File: config.mk
export PLATFORM = sky130hd
export DESIGN_NAME = mem_wb_pipe_reg
export DESIGN_NICKNAME = d
export VERILOG_FILES = /design/src/rtl/pipe_pkg.sv /design/src/rtl/pipe_entry_reg.sv /design/src/rtl/mem_wb_pipe_reg.sv
export SDC_FILE = /design/constraint.sdc
export NUM_CORES = 1
export LEC_CHECK = 0
export BUFFER_PORTS_ARGS = -buffer_cell sky130_fd_sc_hd__buf_2
export CORE_MARGIN = 1
export CORE_UTILIZATION = 46
export DETAILED_ROUTE_END_ITERATION = 7
export HOLD_SLACK_MARGIN = 0.05
export PLACE_DENSITY = 0.73
export SLEW_MARGIN = 30
export SYNTH_ARGS = -nofsm -noshare
export SYNTH_HDL_FRONTEND = slang
export SYNTH_SLANG_ARGS = --single-unit
File: constraint.sdc
create_clock -name CLK -period 1.9 [get_ports CLK]
set_input_delay 0.38 -clock CLK [delete_from_list [all_inputs] [get_ports CLK]]
set_output_delay 0.38 -clock CLK [all_outputs]
set_load 0.01 [all_outputs]
File: src/rtl/pipe_pkg.sv
// Shared definitions for the MEM/WB pipeline register: occupancy states and
// bit positions inside the write-back control field.
package pipe_pkg;

    typedef enum logic [1:0] {
        EMPTY = 2'd0,
        ONE   = 2'd1,
        TWO   = 2'd2
    } pipe_state_t;

    localparam int REGWRITE_BIT = 0;
    localparam int MEMTOREG_BIT = 1;

endpackage

File: src/rtl/pipe_entry_reg.sv
// One MEM/WB entry (control, read data, ALU result, destination) held in an
// enable-loaded register bank that clears on reset.
module pipe_entry_reg #(
    parameter int DATA_W = 32,
    parameter int ADDR_W = 5,
    parameter int CTRL_W = 2
) (
    input  logic              CLK,
    input  logic              RST_N,
    input  logic              load,
    input  logic [CTRL_W-1:0] ctrl_d,
    input  logic [DATA_W-1:0] read_data_d,
    input  logic [DATA_W-1:0] alu_result_d,
    input  logic [ADDR_W-1:0] dst_addr_d,
    output logic [CTRL_W-1:0] ctrl_q,
    output logic [DATA_W-1:0] read_data_q,
    output logic [DATA_W-1:0] alu_result_q,
    output logic [ADDR_W-1:0] dst_addr_q
);

    always_ff @(posedge CLK or negedge RST_N) begin
        if (!RST_N) begin
            ctrl_q       <= '0;
            read_data_q  <= '0;
            alu_result_q <= '0;
            dst_addr_q   <= '0;
        end else if (load) begin
            ctrl_q       <= ctrl_d;
            read_data_q  <= read_data_d;
            alu_result_q <= alu_result_d;
            dst_addr_q   <= dst_addr_d;
        end
    end

endmodule

File: src/rtl/mem_wb_pipe_reg.sv
// MEM/WB pipeline register with valid/ready handshake, optional two-entry skid
// buffer, flush, and write-back data / forwarding outputs taken from the head.
module mem_wb_pipe_reg
    import pipe_pkg::*;
#(
    parameter int DATA_W = 32,
    parameter int ADDR_W = 5,
    parameter int CTRL_W = 2,
    parameter int SKID   = 1
) (
    input  logic              CLK,
    input  logic              RST_N,
    input  logic              in_valid,
    output logic              in_ready,
    input  logic [CTRL_W-1:0] ctrl_in,
    input  logic [DATA_W-1:0] read_data_in,
    input  logic [DATA_W-1:0] alu_result_in,
    input  logic [ADDR_W-1:0] dst_addr_in,
    input  logic              flush,
    output logic              out_valid,
    input  logic              out_ready,
    output logic [CTRL_W-1:0] ctrl_out,
    output logic [DATA_W-1:0] read_data_out,
    output logic [DATA_W-1:0] alu_result_out,
    output logic [ADDR_W-1:0] dst_addr_out,
    output logic [DATA_W-1:0] wb_data,
    output logic              fwd_en,
    output logic [ADDR_W-1:0] fwd_addr,
    output logic [DATA_W-1:0] fwd_data
);

    pipe_state_t state_reg, state_next;

    logic accept, consume;
    logic head_load, head_from_skid, skid_load;

    logic [CTRL_W-1:0] skid_ctrl;
    logic [DATA_W-1:0] skid_read_data, skid_alu_result;
    logic [ADDR_W-1:0] skid_dst_addr;

    logic [CTRL_W-1:0] head_ctrl_d;
    logic [DATA_W-1:0] head_read_data_d, head_alu_result_d;
    logic [ADDR_W-1:0] head_dst_addr_d;

    assign out_valid = (state_reg != EMPTY);
    assign accept    = in_valid && in_ready;
    assign consume   = out_valid && out_ready;

    always_ff @(posedge CLK or negedge RST_N) begin
        if (!RST_N) begin
            state_reg <= EMPTY;
        end else begin
            state_reg <= state_next;
        end
    end

    // Flush overrides everything; an entry arriving with it is never loaded.
    always_comb begin
        state_next     = state_reg;
        head_load      = 1'b0;
        head_from_skid = 1'b0;
        skid_load      = 1'b0;
        if (flush) begin
            state_next = EMPTY;
        end else begin
            case (state_reg)
                EMPTY: begin
                    if (accept) begin
                        state_next = ONE;
                        head_load  = 1'b1;
                    end
                end
                ONE: begin
                    if (accept && consume) begin
                        head_load = 1'b1;
                    end else if (accept) begin
                        state_next = TWO;
                        skid_load  = 1'b1;
                    end else if (consume) begin
                        state_next = EMPTY;
                    end
                end
                TWO: begin
                    if (consume) begin
                        state_next     = ONE;
                        head_load      = 1'b1;
                        head_from_skid = 1'b1;
                    end
                end
                default: state_next = EMPTY;
            endcase
        end
    end

    assign head_ctrl_d       = head_from_skid ? skid_ctrl       : ctrl_in;
    assign head_read_data_d  = head_from_skid ? skid_read_data  : read_data_in;
    assign head_alu_result_d = head_from_skid ? skid_alu_result : alu_result_in;
    assign head_dst_addr_d   = head_from_skid ? skid_dst_addr   : dst_addr_in;

    pipe_entry_reg #(.DATA_W(DATA_W), .ADDR_W(ADDR_W), .CTRL_W(CTRL_W)) u_head (
        .CLK          (CLK),
        .RST_N        (RST_N),
        .load         (head_load),
        .ctrl_d       (head_ctrl_d),
        .read_data_d  (head_read_data_d),
        .alu_result_d (head_alu_result_d),
        .dst_addr_d   (head_dst_addr_d),
        .ctrl_q       (ctrl_out),
        .read_data_q  (read_data_out),
        .alu_result_q (alu_result_out),
        .dst_addr_q   (dst_addr_out)
    );

    generate
        if (SKID != 0) begin : g_skid
            // Ready is a decode of the registered state only, so out_ready
            // never reaches in_ready combinationally.
            assign in_ready = (state_reg != TWO);

            pipe_entry_reg #(.DATA_W(DATA_W), .ADDR_W(ADDR_W), .CTRL_W(CTRL_W)) u_skid (
                .CLK          (CLK),
                .RST_N        (RST_N),
                .load         (skid_load),
                .ctrl_d       (ctrl_in),
                .read_data_d  (read_data_in),
                .alu_result_d (alu_result_in),
                .dst_addr_d   (dst_addr_in),
                .ctrl_q       (skid_ctrl),
                .read_data_q  (skid_read_data),
                .alu_result_q (skid_alu_result),
                .dst_addr_q   (skid_dst_addr)
            );
        end else begin : g_no_skid
            assign in_ready        = !out_valid || out_ready;
            assign skid_ctrl       = '0;
            assign skid_read_data  = '0;
            assign skid_alu_result = '0;
            assign skid_dst_addr   = '0;
        end
    endgenerate

    assign wb_data  = ctrl_out[MEMTOREG_BIT] ? read_data_out : alu_result_out;
    assign fwd_en   = out_valid && ctrl_out[REGWRITE_BIT] && (dst_addr_out != '0);
    assign fwd_addr = dst_addr_out;
    assign fwd_data = wb_data;

endmodule

==> impl_results.md, run 1 <==
- Worst R2R Setup Slack: -20 ps
- Violations in the final reports: negative setup slack
- Number of max-cap violations: 0
- Combinational family with the most area after synthesis: multiplexers
- #FFs+latches synth: 144
- DRT iter0 DRCs: 136
- Final Critical Period: 2050 ps
- Sink Count: 144
- Synth Area in Adders: 0
- FILL cells: 1,011
- Post-DP HPWL: 10,700 µm
- Maximum vdd ir drop: 0.586 mV
- Hold Path End: g_skid.u_skid.read_data_q[14]
- 1st-pass router iterations: 4
- Met3 GRT Util: 0.0567
- Post-Synthesis Cells: 471
- Area after DPL: 8110 µm²
- Critical path class: register to output port
- Worst rel slew slack: 0.750
- Fmax: 488 MHz
- Critical path arrival: 1670 ps
- Final core occ: 0.671
- FF-to-FF path depth: 5
- Worst path bufs/invs: 1
- R2r endpoint: u_head.alu_result_q[26]
- Initial antenna violation count: 2
- CP max stage cell: or4_4
- Die Footprint: 15,500 µm²
- P_leak: 4.73 nW
- Top Usage Layer GRT: met2
- Met2 usage: 0.349
- Overflow after GRT: 0
- Reg-to-reg startpoint: state_reg[1]
- Total power draw: 11.4 mW
- Placement row count: 44
- Core area: 14,600 µm²
- Wirelength, routed: 17,700 µm
- I/O Buffers: 218
- Seq/Total Area, Yosys: 0.521
- Yosys cell types: 21
- Final hold viol count: 0
- Share of layout cells above drive strength 1: 0.771
- Placed Cells: 827
- Req. time, crit path: 1520 ps
- Worst Hold Class: primary input to register
- Worst clock skew: 8.38 ps
- Max Buffers Root-to-Sink: 2
- CTS Buf Count: 17
- Nets: 758
- Period utilization: 1.08
- CP startpoint: u_head.dst_addr_q[0]
- DRC: 0
- GRT Util Overall: 0.202
- Vias: 4,668
- Critical-path cell list: or4_4 > o211a_1 > buf_2
- Worst skew pair latency: 410 ps
- Status: finished, violations left
- Drt wl/cell: 20.2 µm
- YS warnings: 0
- Layout area overhead: 41.6%
- Place WS: -89.8 ps
- Actual slew at the worst max-slew pin: 375 ps
- Post-synthesis mux area share: 0.401
- First-pass GRT wire length: 24,400 µm
- Hold Path Cell Cnt: 2
- Design area: 9790 µm²
- Most frequent cells in the layout: buf_2, mux2_2, dfrtp_1, mux2_4, buf_6
- Clk root buf: clkbuf_16
- Reg clk slew, reported paths: 60 ps
- Slew Limit Fails: 0
- Vias per std cell: 5.32
- M1 GR Usage: 0.237
- Commonest non-fill, non-tap cell in the layout: buf_2
- Max Fanout on Critical Path: 2
- Synth Net Count: 547
- Die Wd: 125 µm
- P per Cell Area: 1160 nW/µm²
- RSZ-0062 raised after global routing: true
- Initial Utilization: 0.474
- Vias in the first global route: 4,692
- Mapped Area: 6910 µm²
- Post-route ant nets: 0
- Routability Congestion: 0.787
- Hold wc startpoint: read_data_in[14]
- Setup crit end kind: output port
- Number of H-tree levels: 4
- Synth Area in Compound Gates: 0.00652
- CP top delay family: simple AND/OR/NAND/NOR gates
- Die Ht: 125 µm
- Hold Slack: 215 ps
- Final TNS setup: -3390 ps
- Antenna diodes: 0
- Top-level port count: 219
- Post-synthesis xor/xnor area fraction: 0
- Non-filler instance count after layout: 878
- Final setup viols: 79
- CP startpoint kind: register
- Post-Syn Area per Cell: 14.7 µm²
- Largest net degree at the start of global routing: 50
- Slowest cell delay on critical path: 540 ps
- Synth Area in Simple Gates: 0.0110
- CTS tree: done
- Post-route setup slack: -150 ps
==> power by group <==
group | internal [mW] | switching (mW) | leakage, nW
logic | 2.32 | 1.46 | 2.71
registers | 3.82 | 0.537 | 1.73
clock network | 2.06 | 1.20 | 0.287
total | 8.20 | 3.19 | 4.73
==> synth_stat cells <==
cell | n | area [µm²]
nor2b_1 | 1 | 6.26
dfrtp_1 | 144 | 3600
or4bb_1 | 1 | 11.3
a21boi_0 | 1 | 7.51
or4_1 | 1 | 7.51
o211a_1 | 1 | 10.0
buf_4 | 44 | 330
nand3_1 | 1 | 5.00
o21ba_2 | 1 | 10.0
nand2_1 | 2 | 7.51
or3b_2 | 1 | 8.76
nor4bb_1 | 1 | 10.0
o31ai_2 | 1 | 12.5
nor2_1 | 2 | 7.51
a21oi_1 | 1 | 5.00
buf_2 | 10 | 50.1
or2_2 | 1 | 6.26
clkbuf_1 | 10 | 37.5
mux2i_1 | 1 | 10.0
nand2b_1 | 1 | 6.26
mux2_2 | 245 | 2760
==> routing by layer <==
layer,wire length [µm],part of all wire
met5,13,0.00073
met4,314,0.018
met3,909,0.051
met2,9070,0.51
met1,7400,0.42
==> area by class of cell <==
| class | instances | area [µm²] | area share |
|---|---|---|---|
| clock buffer | 25 | 495 | 0.0506 |
| clock inverter | 6 | 80.1 | 0.00818 |
| multi-input combinational | 263 | 3300 | 0.337 |
| sequential | 144 | 3600 | 0.368 |
| tap | 184 | 230 | 0.0235 |
| timing repair buffer | 256 | 2070 | 0.212 |
==> worst max path at each step <==
stage | slack [ps] | cells after the start | endpoint
after floorplan | 20 | 4 | wb_data[0]
final | -150 | 3 | fwd_en
after detailed placement | -90 | 5 | u_head.alu_result_q[12]
after global routing | -200 | 3 | fwd_en
after CTS | -170 | 3 | fwd_en
after global placement | -60 | 5 | u_head.read_data_q[10]
==> logic make-up (layout without fill, tap and decap cells) <==
group,after synthesis,count (layout)
AND/OR/NAND/NOR,12,12
flip-flops,144,144
AO/OA/AOI/OAI,5,5
buffers and inverters,64,287
multiplexers,246,246
==> what timing repair did <==
item / in CTS / in global routing
setup buffers: 2 / 2
hold buffers: 1 / 0
setup endpoints to repair: 34 / 91
cloned: 0 / 15
hold endpoints to repair: 35 / 0
pin swaps: 0 / 3
gates resized for setup: 7 / 155
==> worst reg2reg max path: stages, from the launching register on <==
cell and delay, ps:
dfrtp_1 430, or4bb_1 550, o31ai_4 120, clkbuf_16 240
buf_12 150, mux2_4 320
Power figures use the tool's default switching activity.
==> run 2: changes to the inputs <==
--- a/config.mk
+++ b/config.mk
@@ -10,6 +10,7 @@
 export CORE_UTILIZATION = 46
 export DETAILED_ROUTE_END_ITERATION = 7
 export HOLD_SLACK_MARGIN = 0.05
+export MAX_ROUTING_LAYER = met4
 export PLACE_DENSITY = 0.73
 export SLEW_MARGIN = 30
 export SYNTH_ARGS = -nofsm -noshare
==> impl_results.md, run 2 (synthesis results as in run 1) <==
- Reg-to-reg startpoint: state_reg[1]
- Layout area overhead: 42.1%
- Commonest non-fill, non-tap cell in the layout: buf_2
- Hold Path End: g_skid.u_skid.read_data_q[14]
- DRT iter0 DRCs: 171 (+26%)
- Hold Path Cell Cnt: 2 (unchanged)
- Vias per std cell: 5.35 (+0.53%)
- Worst Hold Class: primary input to register
- CP startpoint kind: register
- Overflow after GRT: 0 (unchanged)
- Fmax: 488 MHz (about the same)
- Initial antenna violation count: 3 (+1)
- CP startpoint: u_head.dst_addr_q[0]
- Core area: 14,600 µm² (unchanged)
- 1st-pass router iterations: 4 (unchanged)
- Maximum vdd ir drop: 0.598 mV (+2.1%)
- Critical-path cell list: or4_4 > o211a_1 > buf_2
- Worst rel slew slack: 0.753 (+0.00308)
- Post-DP HPWL: 10,700 µm (unchanged)
- Violations in the final reports: negative setup slack
- Worst R2R Setup Slack: -20 ps (about the same)
- CP max stage cell: or4_4
- Clk root buf: clkbuf_16
- Drt wl/cell: 20.2 µm (+0.36%)
- DRC: 0 (unchanged)
- Vias in the first global route: 4,701 (+0.19%)
- P_leak: 4.74 nW (+0.39%)
- Reg clk slew, reported paths: 60 ps (about the same)
- Largest net degree at the start of global routing: 50 (unchanged)
- Setup crit end kind: output port
- Sink Count: 144 (unchanged)
- Status: finished, violations left
- P per Cell Area: 1160 nW/µm² (about the same)
- Worst skew pair latency: 410 ps (about the same)
- Worst clock skew: 7.29 ps (-1.09 ps)
- Die Footprint: 15,500 µm² (unchanged)
- CTS Buf Count: 17 (unchanged)
- Hold Slack: 215 ps (+0.433 ps)
- First-pass GRT wire length: 24,500 µm (+0.14%)
- FF-to-FF path depth: 5 (unchanged)
- Final hold viol count: 0 (unchanged)
- Nets: 758 (unchanged)
- CTS tree: done
- RSZ-0062 raised after global routing: true
- CP top delay family: simple AND/OR/NAND/NOR gates
- R2r endpoint: u_head.alu_result_q[28]
- Slew Limit Fails: 0 (unchanged)
- Placement row count: 44 (unchanged)
- Vias: 4,709 (+0.88%)
- Final Critical Period: 2050 ps (-1.16 ps)
- Final setup viols: 82 (+3.8%)
- Slowest cell delay on critical path: 540 ps (about the same)
- Initial Utilization: 0.474 (unchanged)
- Hold wc startpoint: read_data_in[14]
- Post-route setup slack: -149 ps (+1.16 ps)
- Max Buffers Root-to-Sink: 2 (unchanged)
- Number of max-cap violations: 0 (unchanged)
- Die Ht: 125 µm (unchanged)
- Critical path class: register to output port
- Die Wd: 125 µm (unchanged)
- Wirelength, routed: 17,800 µm (+0.70%)
- Share of layout cells above drive strength 1: 0.771 (unchanged)
- Period utilization: 1.08 (about the same)
- GRT Util Overall: 0.208 (+0.00625)
- Max Fanout on Critical Path: 2 (unchanged)
- Actual slew at the worst max-slew pin: 371 ps (-4.61 ps)
- Worst path bufs/invs: 1 (unchanged)
- Final TNS setup: -3680 ps (-288 ps)
- Top-level port count: 219 (unchanged)
- Req. time, crit path: 1520 ps (about the same)
- Critical path arrival: 1670 ps (about the same)
- Routability Congestion: 0.798 (+1.4%)
- Most frequent cells in the layout: buf_2, dfrtp_1, mux2_2, mux2_4, buf_6
- Number of H-tree levels: 4 (unchanged)
- Post-route ant nets: 0 (unchanged)
- I/O Buffers: 218 (unchanged)
[run 2: cell types whose count changed in the layout (fill, tap and decap cells not counted), sizes merged]
cell and delta:
diode +3
[run 2: worst max-delay path by stage]
stage / cells past startpoint / slack (ps) / end
3_3_place_gp: 5 / -60 / u_head.read_data_q[10]
6_report: 3 / -150 / fwd_en
2_1_floorplan: 4 / 20 / wb_data[0]
4_1_cts: 3 / -170 / fwd_en
3_5_place_dp: 5 / -90 / u_head.alu_result_q[12]
5_1_grt: 3 / -200 / fwd_en
[run 2: metal layers]
metal / up-vias / track usage / share of wire / wire length (µm)
li1: 2071 / - / - / -
met1: 2435 / 0.239 / 0.41 / 7390
met2: 169 / 0.350 / 0.51 / 9160
met3: 34 / 0.0528 / 0.051 / 915
met4: 0 / 0.0744 / 0.021 / 371
met5: - / - / 0 / 0
[run 2: cell type report]
type,count,area (µm²)
timing repair buffer,256,2090
multi-input combinational,263,3320
fill,1011,4770
antenna,3,7.51
tap,184,230
clock buffer,25,495
sequential,144,3600
clock inverter,6,80.1
[run 2: timing repair]
| action | 4_1_cts | 5_1_grt |
|---|---|---|
| endpoints found under the hold margin | 35 | 0 |
| setup endpoints to repair | 34 | 91 |
| buffers inserted | 2 | 2 |
| pin swaps | 0 | 3 |
| resized for setup | 7 | 161 |
| hold buffers | 1 | 0 |
| cloned | 0 | 15 |
[run 2: metrics by stage]
| step | worst slack [ps] | utilization | power (mW) | cells | instance area, µm² |
|---|---|---|---|---|---|
| 2_1_floorplan | 15.6 | - | 6.14 | 471 | 6910 |
| 3_3_place_gp | -61.7 | 0.556 | 6.96 | 827 | 8110 |
| 3_5_place_dp | -89.8 | 0.556 | 7.09 | 827 | 8110 |
| 4_1_cts | -172 | 0.599 | 10.4 | 861 | 8730 |
| 5_1_grt | -204 | 0.673 | 11.9 | 881 | 9820 |
| 6_report | -149 | 0.673 | 11.4 | 881 | 9820 |
[run 2: power by group]
part,total [mW],switching (mW),leakage (nW),internal [mW]
clock,3.26,1.20,0.287,2.06
sequential,4.36,0.539,1.73,3.82
combinational,3.80,1.47,2.73,2.34
total,11.4,3.21,4.74,8.22
==> run 3: changes to the inputs <==
--- a/config.mk
+++ b/config.mk
@@ -11,7 +11,7 @@
 export DETAILED_ROUTE_END_ITERATION = 7
 export HOLD_SLACK_MARGIN = 0.05
 export MAX_ROUTING_LAYER = met4
-export PLACE_DENSITY = 0.73
+export PLACE_DENSITY = 0.8
 export SLEW_MARGIN = 30
 export SYNTH_ARGS = -nofsm -noshare
 export SYNTH_HDL_FRONTEND = slang
==> impl_results.md, run 3 (synthesis results as in run 1) <==
- Status: finished, violations left
- Violations in the final reports: negative setup slack
- Final Critical Period: 2030 ps (-20.0 ps)
- Nets: 771 (+1.7%)
- Worst skew pair latency: 420 ps (about the same)
- Top-level port count: 219 (unchanged)
- 1st-pass router iterations: 4 (unchanged)
- Post-DP HPWL: 10,700 µm (about the same)
- Core area: 14,600 µm² (unchanged)
- Final hold viol count: 0 (unchanged)
- CTS Buf Count: 17 (unchanged)
- Drt wl/cell: 20.9 µm (+3.5%)
- Initial Utilization: 0.474 (unchanged)
- Most frequent cells in the layout: buf_2, mux2_2, dfrtp_1, mux2_4, buf_6
- Commonest non-fill, non-tap cell in the layout: buf_2
- Worst clock skew: 6.03 ps (-1.26 ps)
- Die Footprint: 15,500 µm² (unchanged)
- First-pass GRT wire length: 26,600 µm (+8.9%)
- Number of H-tree levels: 4 (unchanged)
- Post-route ant nets: 0 (unchanged)
- DRC: 0 (unchanged)
- Met2 usage: 0.374 (+0.0244)
- Die Wd: 125 µm (unchanged)
- Final setup viols: 112 (+37%)
- Placement row count: 44 (unchanged)
- Worst rel slew slack: 0.741 (-0.0117)
- Wirelength, routed: 18,700 µm (+4.7%)
- Worst Hold Class: primary input to register
- Setup crit end kind: output port
- Critical path class: register to output port
- Req. time, crit path: 1520 ps (about the same)
- Layout area overhead: 42.9%
- Reg clk slew, reported paths: 60 ps (about the same)
- Initial antenna violation count: 0 (-3)
- CP startpoint kind: register
- I/O Buffers: 218 (unchanged)
- Maximum vdd ir drop: 0.598 mV (about the same)
- GRT Util Overall: 0.230 (+0.0217)
- CTS tree: done
- Hold wc startpoint: alu_result_in[22]
- Antenna diodes: 0 (-3)
- Actual slew at the worst max-slew pin: 388 ps (+17.5 ps)
- Design area: 9880 µm² (+0.55%)
- Die Ht: 125 µm (unchanged)
- Final TNS setup: -4890 ps (-1210 ps)
- RSZ-0062 raised after global routing: true
- Sink Count: 144 (unchanged)
- P per Cell Area: 1150 nW/µm² (-0.80%)
- Fmax: 493 MHz (+0.99%)
- Number of max-cap violations: 0 (unchanged)
- Vias per std cell: 5.40 (+1.1%)
- Max Fanout on Critical Path: 2 (unchanged)
- Reg-to-reg startpoint: state_reg[1]
- DRT iter0 DRCs: 231 (+35%)
- Top Usage Layer GRT: met2
- CP startpoint: u_head.dst_addr_q[4]
- Overflow after GRT: 0 (unchanged)
- Met3 GRT Util: 0.0576 (+0.00473)
- Max Buffers Root-to-Sink: 2 (unchanged)
- Routability Congestion: 0.807 (+1.1%)
- Area after DPL: 8150 µm² (+0.54%)
- Vias in the first global route: 4,946 (+5.2%)
- Slew Limit Fails: 0 (unchanged)
- M1 GR Usage: 0.273 (+0.0333)
- P_leak: 4.76 nW (+0.32%)
- Post-route setup slack: -129 ps (+20.0 ps)
- Largest net degree at the start of global routing: 56 (+12%)
- Clk root buf: clkbuf_16
- Period utilization: 1.07 (-0.0106)
- Total power draw: 11.4 mW (-0.26%)
- Vias: 4,813 (+2.2%)
- Share of layout cells above drive strength 1: 0.778 (+0.00704)
- Critical path arrival: 1650 ps (-20 ps)
## run 3: stage by stage
step | setup WS (ps) | utilization | std cells | hold WS, ps
after global routing | -197 | 0.677 | 891 | 190
after detailed placement | -89.0 | 0.559 | 833 | 313
after CTS | -151 | 0.626 | 877 | 192
after global placement | -65.8 | 0.559 | 833 | 303
final | -129 | 0.677 | 891 | 205
after floorplan | 15.6 | - | 471 | 84.4
## run 3: metal layers
layer  part of all wire  routed length, µm
met5                  0                  0
met4              0.019                359
met3              0.050                938
met2               0.53               9810
met1               0.40               7560
## run 3: critical path, stage by stage (launching register included)
cell and delay [ps]:
dfrtp_1 380, or4_1 510, o211a_1 210, buf_2 130
## run 3: cell type report
type                       count  area [µm²]
clock buffer                  20         447
clock inverter                11         140
fill                         994        4710
multi-input combinational    263        3300
sequential                   144        3610
tap                          184         230
timing repair buffer         269        2150
## run 3: power breakdown
group	internal [mW]	switching [mW]	leakage [nW]
combinational	2.21	1.49	2.75
clock	2.08	1.25	0.278
sequential	3.82	0.537	1.73
total	8.11	3.28	4.76
## run 3: final timing paths
check                                            endpoint  slack (ps)  depth (start not counted)
max                                                fwd_en        -130                          3
min                        g_skid.u_skid.alu_result_q[22]         200                          2
max reg2reg                       u_head.alu_result_q[26]         -70                          6
min reg2reg                 g_skid.u_skid.read_data_q[14]         500                          1
max in group asynchronous         u_head.alu_result_q[23]         840                          3
min in group asynchronous    g_skid.u_skid.read_data_q[8]         440                          2
## run 3: what timing repair did
| action | CTS | global route |
|---|---|---|
| hold buffers | 1 | 0 |
| buffers inserted | 8 | 5 |
| endpoints found under the setup margin | 113 | 126 |
| gates resized for setup | 56 | 117 |
| hold endpoints to repair | 37 | 0 |
| pin swaps | 3 | 2 |
| cloned | 4 | 11 |
